--- src/rtl/uart_byte_rx.sv ---
// 8N1 UART byte receiver: 16x oversampling, 3-sample majority vote, false-start and framing checks.
// Define UART_RX_PARITY_EN to add a parity bit (8E1/8O1) and the parity_err output.
module uart_byte_rx #(
    parameter int unsigned CLK_FREQ = 50_000_000
`ifdef UART_RX_PARITY_EN
   ,parameter bit          PARITY_ODD = 1'b0
`endif
) (
    input  logic       clk,
    input  logic       rst,
    input  logic [2:0] baud_set,
    input  logic       rs232_rx,
    output logic [7:0] data_byte,
    output logic       rx_done,
    output logic       frame_err,
    output logic       busy
`ifdef UART_RX_PARITY_EN
   ,output logic       parity_err
`endif
);

    localparam int unsigned Div0 = CLK_FREQ / (16 * 9600);
    localparam int unsigned Div1 = CLK_FREQ / (16 * 19200);
    localparam int unsigned Div2 = CLK_FREQ / (16 * 38400);
    localparam int unsigned Div3 = CLK_FREQ / (16 * 57600);
    localparam int unsigned Div4 = CLK_FREQ / (16 * 115200);
    localparam int unsigned CntW = (Div0 > 1) ? $clog2(Div0) : 1;

`ifdef UART_RX_PARITY_EN
    typedef enum logic [2:0] {StIdle, StStart, StData, StParity, StStop, StBreak} state_e;
`else
    typedef enum logic [2:0] {StIdle, StStart, StData, StStop, StBreak} state_e;
`endif

    state_e          state_q, state_d;
    logic            rx_s1_q, rx_s2_q, rx_s3_q;
    logic [2:0]      baud_q, baud_d;
    logic [CntW-1:0] div_cnt_q, div_cnt_d, div_max;
    logic [3:0]      tick_cnt_q, tick_cnt_d, tick_num;
    logic [2:0]      bit_idx_q, bit_idx_d;
    logic [1:0]      smp_q, smp_d;
    logic [7:0]      shift_q, shift_d;
    logic [7:0]      data_q, data_d;
    logic            rx_done_q, rx_done_d;
    logic            frame_err_q, frame_err_d;
    logic            fall, tick, sample_now, decide, maj;
`ifdef UART_RX_PARITY_EN
    logic            par_bit_q, par_bit_d;
    logic            parity_err_q, parity_err_d;
    logic            par_exp;
`endif

    always_comb begin
        case (baud_q)
            3'd0:    div_max = CntW'(Div0 - 1);
            3'd1:    div_max = CntW'(Div1 - 1);
            3'd2:    div_max = CntW'(Div2 - 1);
            3'd3:    div_max = CntW'(Div3 - 1);
            default: div_max = CntW'(Div4 - 1);
        endcase
    end

    // Ticks are numbered from 1 within a bit; samples at ticks 7/8/9, decision at tick 9.
    assign fall       = rx_s3_q & ~rx_s2_q;
    assign tick       = (div_cnt_q == div_max);
    assign tick_num   = tick_cnt_q + 4'd1;
    assign sample_now = tick && (tick_num == 4'd7 || tick_num == 4'd8);
    assign decide     = tick && (tick_num == 4'd9);
    assign maj        = (smp_q[0] & smp_q[1]) | (smp_q[0] & rx_s2_q) | (smp_q[1] & rx_s2_q);
`ifdef UART_RX_PARITY_EN
    assign par_exp    = (^shift_q) ^ PARITY_ODD;
`endif

    always_comb begin
        state_d     = state_q;
        baud_d      = baud_q;
        div_cnt_d   = div_cnt_q;
        tick_cnt_d  = tick_cnt_q;
        bit_idx_d   = bit_idx_q;
        smp_d       = smp_q;
        shift_d     = shift_q;
        data_d      = data_q;
        rx_done_d   = 1'b0;
        frame_err_d = 1'b0;
`ifdef UART_RX_PARITY_EN
        par_bit_d    = par_bit_q;
        parity_err_d = 1'b0;
`endif
        if (state_q != StIdle && state_q != StBreak) begin
            div_cnt_d = tick ? '0 : div_cnt_q + 1'b1;
            if (tick) begin
                tick_cnt_d = tick_num;
            end
            if (sample_now) begin
                smp_d = {smp_q[0], rx_s2_q};
            end
        end
        case (state_q)
            StIdle: begin
                if (fall) begin
                    state_d    = StStart;
                    baud_d     = baud_set;
                    div_cnt_d  = '0;
                    tick_cnt_d = '0;
                    bit_idx_d  = '0;
                end
            end
            StStart: begin
                if (decide) begin
                    state_d = maj ? StIdle : StData;
                end
            end
            StData: begin
                if (decide) begin
                    shift_d   = {maj, shift_q[7:1]};
                    bit_idx_d = bit_idx_q + 3'd1;
                    if (bit_idx_q == 3'd7) begin
`ifdef UART_RX_PARITY_EN
                        state_d = StParity;
`else
                        state_d = StStop;
`endif
                    end
                end
            end
`ifdef UART_RX_PARITY_EN
            StParity: begin
                if (decide) begin
                    par_bit_d = maj;
                    state_d   = StStop;
                end
            end
`endif
            StStop: begin
                if (decide) begin
                    if (!maj) begin
                        frame_err_d = 1'b1;
                        state_d     = StBreak;
`ifdef UART_RX_PARITY_EN
                    end else if (par_bit_q != par_exp) begin
                        parity_err_d = 1'b1;
                        state_d      = StIdle;
`endif
                    end else begin
                        rx_done_d = 1'b1;
                        data_d    = shift_q;
                        state_d   = StIdle;
                    end
                end
            end
            StBreak: begin
                if (rx_s2_q) begin
                    state_d = StIdle;
                end
            end
            default: state_d = StIdle;
        endcase
    end

    always_ff @(posedge clk or negedge rst) begin
        if (!rst) begin
            state_q     <= StIdle;
            rx_s1_q     <= 1'b1;
            rx_s2_q     <= 1'b1;
            rx_s3_q     <= 1'b1;
            baud_q      <= '0;
            div_cnt_q   <= '0;
            tick_cnt_q  <= '0;
            bit_idx_q   <= '0;
            smp_q       <= '0;
            shift_q     <= '0;
            data_q      <= '0;
            rx_done_q   <= 1'b0;
            frame_err_q <= 1'b0;
`ifdef UART_RX_PARITY_EN
            par_bit_q    <= 1'b0;
            parity_err_q <= 1'b0;
`endif
        end else begin
            state_q     <= state_d;
            rx_s1_q     <= rs232_rx;
            rx_s2_q     <= rx_s1_q;
            rx_s3_q     <= rx_s2_q;
            baud_q      <= baud_d;
            div_cnt_q   <= div_cnt_d;
            tick_cnt_q  <= tick_cnt_d;
            bit_idx_q   <= bit_idx_d;
            smp_q       <= smp_d;
            shift_q     <= shift_d;
            data_q      <= data_d;
            rx_done_q   <= rx_done_d;
            frame_err_q <= frame_err_d;
`ifdef UART_RX_PARITY_EN
            par_bit_q    <= par_bit_d;
            parity_err_q <= parity_err_d;
`endif
        end
    end

    assign data_byte = data_q;
    assign rx_done   = rx_done_q;
    assign frame_err = frame_err_q;
    assign busy      = (state_q != StIdle);
`ifdef UART_RX_PARITY_EN
    assign parity_err = parity_err_q;
`endif

endmodule

--- config.mk ---
export PLATFORM = sky130hd
export DESIGN_NAME = uart_byte_rx
export DESIGN_NICKNAME = d
export VERILOG_FILES = /design/src/rtl/uart_byte_rx.sv
export SDC_FILE = /design/constraint.sdc
export NUM_CORES = 1
export LEC_CHECK = 0
export BUFFER_PORTS_ARGS = -buffer_cell sky130_fd_sc_hd__buf_2
export CAP_MARGIN = 20
export CORE_ASPECT_RATIO = 1.75
export CORE_MARGIN = 5
export CORE_UTILIZATION = 45
export DETAILED_ROUTE_END_ITERATION = 8
export PLACE_DENSITY = 0.6
export SYNTH_ARGS = -nofsm -noshare
export SYNTH_HDL_FRONTEND = slang
export SYNTH_SLANG_ARGS = --single-unit
--- constraint.sdc ---
create_clock -name clk -period 2.87 [get_ports clk]
set_clock_uncertainty 0.2 [all_clocks]
set_input_delay 0.574 -clock clk [delete_from_list [all_inputs] [get_ports clk]]
set_output_delay 0.574 -clock clk [all_outputs]
set_load 0.01 [all_outputs]
==> results.cfg, run 1 <==
[placement]
dpl.hpwl_um = 3351
port_buffers = 16
gp_congestion = 0.8351
place_ws_ns = 0.2549

[timing]
setup_tns_ns = 0
setup_viol_count_final = 0
slew_violations = 0
rsz0062_at_grt = false
setup_ws_ns = 0.2147
maxSlewHeadroom_pct = 53.67
hold_ws_ns = 0.07022
min_period_over_period_pct = 92.52
min_period_ns = 2.655
final_hold_viol_count = 0
worst_pin_slew_ns = 0.6928
fmax_mhz = 376.6

[power_and_ir_drop]
power.share.clock_pct = 24.2
p_comb_share_pct = 24.3
powerDensity_nw_per_um2 = 640.6
seqPwrFrac_pct = 51.5
p_int_uw = 1075
power_uw = 1665
max-vdd-ir-drop_mv = 0.2890
power.switching_uw = 589.4
p_leak_uw = 0.001232
p_sw_share_pct = 35.40

[run]
timing.max_cap.violations = 0

[cells_and_area]
syn2layout_area_growth_pct = 10.60
num_antenna_cells = 0
n_fill_cell = 463
mostFrequentLayoutCell = dfrtp_1
final_layout_size_suffix_gt1_share_pct = 26.50
layout_common_cells = dfrtp_1, nand2_1, buf_2
fin_nets = 246

[synth]
synthesis.area_per_instance_um2 = 11.08
synth_seq_area_share_pct = 48.08
synthMuxAreaShare_pct = 12.94
synth-compound-area-share_pct = 10.28
yosysUniqueCellTypes = 49
synth_edf_count = 0
synth_top_family_by_area = simple AND/OR/NAND/NOR gates
ys_warn_count = 0
synth_fp_nets = 225
synth_seq_cells = 45
synthSimpleGateAreaFrac_pct = 17.36
synthCells = 212
yosys.area_share.adder_pct = 4.153
synthFlopType = dfrtp_1
syn_area_um2 = 2350
synthXorXnorAreaFrac_pct = 3.355
synth_async_sr_flop_share_pct = 100.0

[clock_tree]
clkLatencyLatePin_ns = 0.30
cts_resized = 0
cts_buffers = 5
postCtsSetupRepairBufs = 0
clkSlewWorstSetupHoldPaths_ns = 0.09
cts_buffer_depth = 2
root_buffer = clkbuf_8
htreeDepth = 2
cts_sinks = 45
hold_buffers = 0
cts_tree = yes

[route]
finalWirelength_um = 4559
avgRoutedWirePerCell_um = 15.83
drtAntennaViolNets = 0
num_vias = 1624
viasPerCell = 5.639
drt_iter0_drc = 75
drt-pass1-iter-count = 4
drc = 0

[grt]
grt_pass1_wl_um = 7969
grt_usage_pct = 14.84
grt_pass1_vias = 1656
grt_antenna_before_repair = 0
overflow = 0
grt_max_degree = 27

[die]
initial_utilization_pct = 46.81
design.die.area_um2 = 6824
die_x_um = 64.63
pin_count = 17
design.core.area_um2 = 5020
rows = 34
die_h_um = 105.6

[critical_path]
critical_path_arrival_ns = 2.64
crit_chain = nand2b_1 -> mux2i_1 -> nand4_2 -> or4_1 -> buf_4 -> mux2_4
required_ns = 2.86
slowest_stage = or4_1
worstSetupPathType = flop to flop
cp-end-kind = flop
slowest_delay_ns = 0.57
cp_max_fo = 10
start_kind = flop

[min_path]
hold_path.class = input port to asynchronous set/reset pin

[run_status]
status = complete, no violations
## worst max-delay path: cells and delay by family, from the launching register on
family / cells / cell delay [ns]
and+or+nand+nor: 3 / 1.00
muxes: 2 / 0.59
DFF: 1 / 0.55
buffers and inverters: 1 / 0.21
## layout make-up
type	instances	area, um^2	share of cell area [%]
Clock buffer	5	68.82	2.648
Clock inverter	3	25.02	0.9629
Inverter	8	30.03	1.156
Multi-Input combinational cell	148	1130	43.48
Sequential cell	45	1130	43.48
Tap cell	54	67.56	2.600
Timing Repair Buffer	25	147.6	5.681
## flip-flops by register name, indices dropped and copies added, names as in the netlist
register and count:
rx_s2_q 1, tick_cnt_q 4, smp_q 2, data_byte 8, baud_q 3, state_q 3
frame_err 1, rx_s3_q 1, shift_q 8, div_cnt_q 9, rx_s1_q 1, rx_done 1
bit_idx_q 3
## metrics by stage
step	instances	instance area [um^2]	utilization [%]
final	288	2599	51.77
after global routing	288	2599	51.77
after CTS	288	2599	51.77
after detailed placement	280	2505	49.90
after global placement	280	2505	49.90
after floorplan	212	2350	-
## final timing paths
| kind | start | end | slack, ns | cells past startpoint |
|---|---|---|---|---|
| min reg2reg | rx_s1_q | rx_s2_q | 0.16 | 0 |
| max | baud_q[2] | shift_q[5] | 0.21 | 6 |
| max in group asynchronous | rst | rx_s3_q | 1.73 | 2 |
| min in group clk | rx_s1_q | rx_s2_q | 0.16 | 0 |
| max reg2reg | baud_q[2] | shift_q[5] | 0.21 | 6 |
| min | rst | div_cnt_q[4] | 0.07 | 1 |
## cell families (layout without fill, tap and decap cells)
kind of cell | after synthesis | in the layout
flops | 45 | 45
compound gates | 32 | 32
xor+xnor | 9 | 9
simple gates | 74 | 74
buf+inv | 19 | 41
fa+ha+maj | 8 | 8
mux | 25 | 25
## routing by layer
metal  track usage, %  up-vias  part of all wire, %
li1                 -      807                    -
met1            18.37      779                   44
met2            24.26       29                   50
met3            3.195        9                  3.9
met4            7.110        0                  2.4
met5                0        -                    0
## cell usage after synthesis, types with 6 or more instances
master    number  area share (%)
a211oi_1       7             2.2
a21oi_1        6             1.3
dfrtp_1       42              45
ha_1           7             3.7
inv_1          8             1.3
mux2_2        11             5.3
mux2_4         8             5.1
mux2i_1        6             2.6
nand2_1       25             4.0
nand4_1        6             1.6
nor2_1         8             1.3
nor3_1         6             1.3
xnor2_1        6             2.2
## power by group through the flow
stage                     combinational [uW]  sequential [uW]  clock (uW)
after CTS                                407              857         427
after global routing                     450              872         455
after floorplan                          361              805           0
final                                    405              857         403
after detailed placement                 404              868           0
after global placement                   401              864           0
No activity file was read; power rests on OpenSTA's default activity.
==> run 2, diff against run 1 <==
- clock period: 2.87 -> 2.7 ns (I/O delays scaled with it)
==> run 2 against run 1 <==
  * Flip-flop and latch count is the same
  * Critical path depth is the same
  * Clock-buffer cell count is the same
  * Critical endpoint is now shift_q[7]
  * Clock power grew 53%
==> results.cfg, run 2 (same netlist as run 1, synthesis figures left out) <==
[timing]
worst_pin_slew_ns = 0.5575
min_period_ns = 2.474
slew_violations = 0
maxSlewHeadroom_pct = 62.83
rsz0062_at_grt = false
setup_tns_ns = 0
fmax_mhz = 404.3
setup_ws_ns = 0.2263
min_period_over_period_pct = 91.62
final_hold_viol_count = 0
hold_ws_ns = 0.1011
setup_viol_count_final = 0

[cells_and_area]
multiInputGateArea_um2 = 1130
layout_common_cells = dfrtp_1, nand2_1, buf_2
fin_util_pct = 52.94
final_layout_size_suffix_gt1_share_pct = 27.12
largest_register_ffs = 9
fin_nets = 248
regArea_um2 = 1130
mostFrequentLayoutCell = dfrtp_1
num_antenna_cells = 0
regMostFlops = div_cnt_q
n_fill_cell = 448
syn2layout_area_growth_pct = 13.10

[clock_tree]
htreeDepth = 2
clkLatencyLatePin_ns = 0.30
clkSlewWorstSetupHoldPaths_ns = 0.09
cts_resized = 0
cts_buffers = 5
postCtsSetupRepairBufs = 0
cts_sinks = 45
cts_buffer_depth = 2
cts_tree = yes
hold_buffers = 0
root_buffer = clkbuf_8

[critical_path]
setup.worst_path.start = baud_q[2]
cp-end-kind = flop
required_ns = 2.68
cp_max_fo = 10
rr_startpoint = baud_q[2]
worstSetupPathType = flop to flop
critical_path_arrival_ns = 2.45
start_kind = flop

[power_and_ir_drop]
p_leak_uw = 0.001266
powerDensity_nw_per_um2 = 750.3
power.share.clock_pct = 30.8
p_int_uw = 1360
p_sw_share_pct = 31.79
seqPwrFrac_pct = 44.3
max-vdd-ir-drop_mv = 0.4064
power.switching_uw = 633.9
p_comb_share_pct = 24.9

[placement]
port_buffers = 16
place_ws_ns = 0.2546
gp_congestion = 0.7875
dpl.hpwl_um = 3341

[die]
design.core.area_um2 = 5020
pin_count = 17
design.die.area_um2 = 6824
die_h_um = 105.6
rows = 34
initial_utilization_pct = 46.81
die_x_um = 64.63

[grt]
grt_usage_pct = 15.24
grt_pass1_vias = 1679
grt_pass1_wl_um = 8238
grt_max_degree = 46
overflow = 0
grt_antenna_before_repair = 0

[run_status]
status = complete, no violations

[route]
drt-pass1-iter-count = 4
drc = 0
drtAntennaViolNets = 0
finalWirelength_um = 4622
avgRoutedWirePerCell_um = 15.94
drt_iter0_drc = 89
num_vias = 1665
viasPerCell = 5.741

[run]
timing.max_cap.violations = 0

[min_path]
hold_path.class = input port to asynchronous set/reset pin
-- run 2: cell types whose count changed in the layout (fill, tap and decap cells not counted) --
cell        delta
bufinv_16      +2
clkinvlp_4     -1
clkinv_4       -1
buf_4          +2
-- run 2: worst paths after layout --
check | end | slack, ns | depth (start not counted)
max reg2reg | shift_q[7] | 0.23 | 6
min in group clk | rx_s1_q | 0.14 | 1
max in group asynchronous | rx_s3_q | 1.81 | 2
min | div_cnt_q[6] | 0.10 | 2
min reg2reg | rx_s2_q | 0.16 | 0
max | shift_q[7] | 0.23 | 6
-- run 2: critical path, stage by stage (launching register included) --
cell and delay (ns):
dfrtp_1 0.53, nand2b_1 0.17, mux2i_1 0.26, nand4_2 0.13, or4_1 0.54, buf_4 0.21, mux2_4 0.31
-- run 2: final cells by class --
type | count | share of cell area (%)
Multi-Input combinational cell | 148 | 42.51
Sequential cell | 45 | 42.51
Clock inverter | 3 | 2.589
Tap cell | 54 | 2.542
Inverter | 8 | 1.130
Timing Repair Buffer | 27 | 6.121
Clock buffer | 5 | 2.589
-- run 2: power groups by stage --
stage / Clock [uW] / Sequential, uW / Combinational, uW
after floorplan: 0 / 856 / 383
after global placement: 0 / 897 / 496
after detailed placement: 0 / 899 / 499
after CTS: 631 / 886 / 502
after global routing: 657 / 902 / 566
final: 615 / 884 / 496
-- run 2: per-stage QoR --
step | cell area, um^2 | power (uW) | std cells
6_report | 2658 | 1994 | 290
3_5_place_dp | 2520 | 1397 | 282
3_3_place_gp | 2520 | 1392 | 282
2_1_floorplan | 2350 | 1239 | 212
5_1_grt | 2658 | 2125 | 290
4_1_cts | 2658 | 2018 | 290
-- run 2: layer usage --
layer,routed length (um),track usage (%),vias to the layer above
li1,-,-,811
met1,2054,19.67,816
met2,2307,24.41,27
met3,130,3.301,11
met4,130,6.505,0
met5,0,0,-
==> run 3, diff against run 2 <==
- GPL_TIMING_DRIVEN: unset -> 0
- RECOVER_POWER: unset -> 100
==> run 3 against run 2 <==
  * Via count shrank 0.54%
  * Power shrank 11%
  * Sequential power shrank 1%
  * Utilization shrank 1.4 points
  * First-iteration DRC count shrank 5.6%
  * Register-to-register slack lost 0.09 ns
  * Critical path depth grew 1
  * Hold slack gained 0.028 ns
==> results.cfg, run 3 (same netlist as run 1, synthesis figures left out) <==
[placement]
port_buffers = 16
place_ws_ns = 0.07075
dpl.hpwl_um = 3221
placedCellCount = 282
gp_congestion = 0.7942

[grt]
overflow = 0
grt_usage_pct = 14.92
grt_pass1_wl_um = 8100
grt_pass1_vias = 1675
grt_antenna_before_repair = 0
grt_max_degree = 46

[critical_path]
setup.worst_path.start = baud_q[0]
crit_family = simple AND/OR/NAND/NOR gates
required_ns = 2.69
crit_chain = clkbuf_2 -> xnor2_1 -> o41ai_4 -> nand4_2 -> or4_1 -> buf_6 -> mux2_1
start_kind = flop
cp_max_fo = 10
critPathBufInv = 2
critical_path_arrival_ns = 2.56
slowest_stage = or4_1
cp-end-kind = flop
worstSetupPathType = flop to flop
rr_startpoint = baud_q[0]
slowest_delay_ns = 0.57

[clock_tree]
htreeDepth = 2
cts_tree = yes
clkLatencyLatePin_ns = 0.30
cts_sinks = 45
root_buffer = clkbuf_8
cts_buffers = 5
cts_buffer_depth = 2
clkSlewWorstSetupHoldPaths_ns = 0.09

[run_status]
status = complete, no violations

[route]
drt_iter0_drc = 84
avgRoutedWirePerCell_um = 15.68
drt-pass1-iter-count = 5
drtAntennaViolNets = 0
drc = 0
finalWirelength_um = 4578
viasPerCell = 5.671
num_vias = 1656

[die]
die_h_um = 105.6
design.core.area_um2 = 5020
pin_count = 17
rows = 34
die_x_um = 64.63
design.die.area_um2 = 6824
initial_utilization_pct = 46.81

[timing]
min_period_over_period_pct = 94.97
worst_pin_slew_ns = 0.8586
setup_viol_count_final = 0
slew_violations = 0
min_period_ns = 2.564
maxSlewHeadroom_pct = 42.32
fmax_mhz = 390.0
setup_ws_ns = 0.1359
final_hold_viol_count = 0
setup_tns_ns = 0
hold_ws_ns = 0.1293
rsz0062_at_grt = false

[cells_and_area]
regMostFlops = div_cnt_q
largest_register_ffs = 9
final_cells = 292
fin_nets = 250
final_layout_size_suffix_gt1_share_pct = 20.17
syn2layout_area_growth_pct = 10.12
num_antenna_cells = 0
layout_common_cells = dfrtp_1, nand2_1, clkbuf_1
n_fill_cell = 469
mostFrequentLayoutCell = dfrtp_1

[min_path]
hold_path.class = input port to flop
hold_start = rs232_rx

[power_and_ir_drop]
power_uw = 1773
p_leak_uw = 0.001174
max-vdd-ir-drop_mv = 0.2992
powerDensity_nw_per_um2 = 685.4

[run]
timing.max_cap.violations = 0
[run 3: cell count changes in the layout (fill, tap and decap cells not counted), sizes merged]
cell | previous run | this run
buf | 27 | 9
clkbuf | 5 | 24
clkinvlp | 0 | 1
dlygate4sd3 | 0 | 1
clkinv | 0 | 1
bufinv | 2 | 0
[run 3: repair_timing]
action	4_1_cts	5_1_grt
buffers inserted	0	0
gates resized for setup	0	2
endpoints found under the hold margin	0	11
endpoints found under the setup margin	0	16
hold buffers	0	1
[run 3: final cells by class]
type                            count  area [um^2]  area share [%]
Timing Repair Buffer               18        80.08           3.095
Sequential cell                    45         1130           43.67
Clock buffer                        5        68.82           2.660
Buffer                             11        57.56           2.224
Inverter                            8        30.03           1.161
Clock inverter                      3        21.27          0.8221
Tap cell                           54        67.56           2.611
Multi-Input combinational cell    148         1132           43.76
[run 3: per-layer routing]
metal  share of wire (%)  up-vias  track usage [%]
li1                    -      818                -
met1                  44      810            17.82
met2                  51       20            25.81
met3                 3.1        8            3.408
met4                 1.7        0            5.446
met5                   0        -                0
[run 3: stage by stage]
| stage | util (%) | instance area [um^2] |
|---|---|---|
| after global routing | 51.55 | 2587 |
| after floorplan | - | 2350 |
| final | 51.55 | 2587 |
| after CTS | 51.55 | 2587 |
| after global placement | 49.75 | 2497 |
| after detailed placement | 49.75 | 2497 |
[run 3: worst paths after layout]
| kind | end | slack [ns] | cells after the start |
|---|---|---|---|
| worst max-delay path | shift_q[5] | 0.14 | 7 |
| worst min-delay path | rx_s1_q | 0.13 | 1 |
| worst max register to register | shift_q[5] | 0.14 | 7 |
| worst min register to register | rx_s2_q | 0.17 | 0 |
| max in group asynchronous | shift_q[6] | 0.42 | 3 |
| min in group asynchronous | div_cnt_q[3] | 0.62 | 2 |
[run 3: where the power goes]
part / switching, uW / internal, uW
Combinational: 264 / 210
Sequential: 117 / 755
Clock: 243 / 184
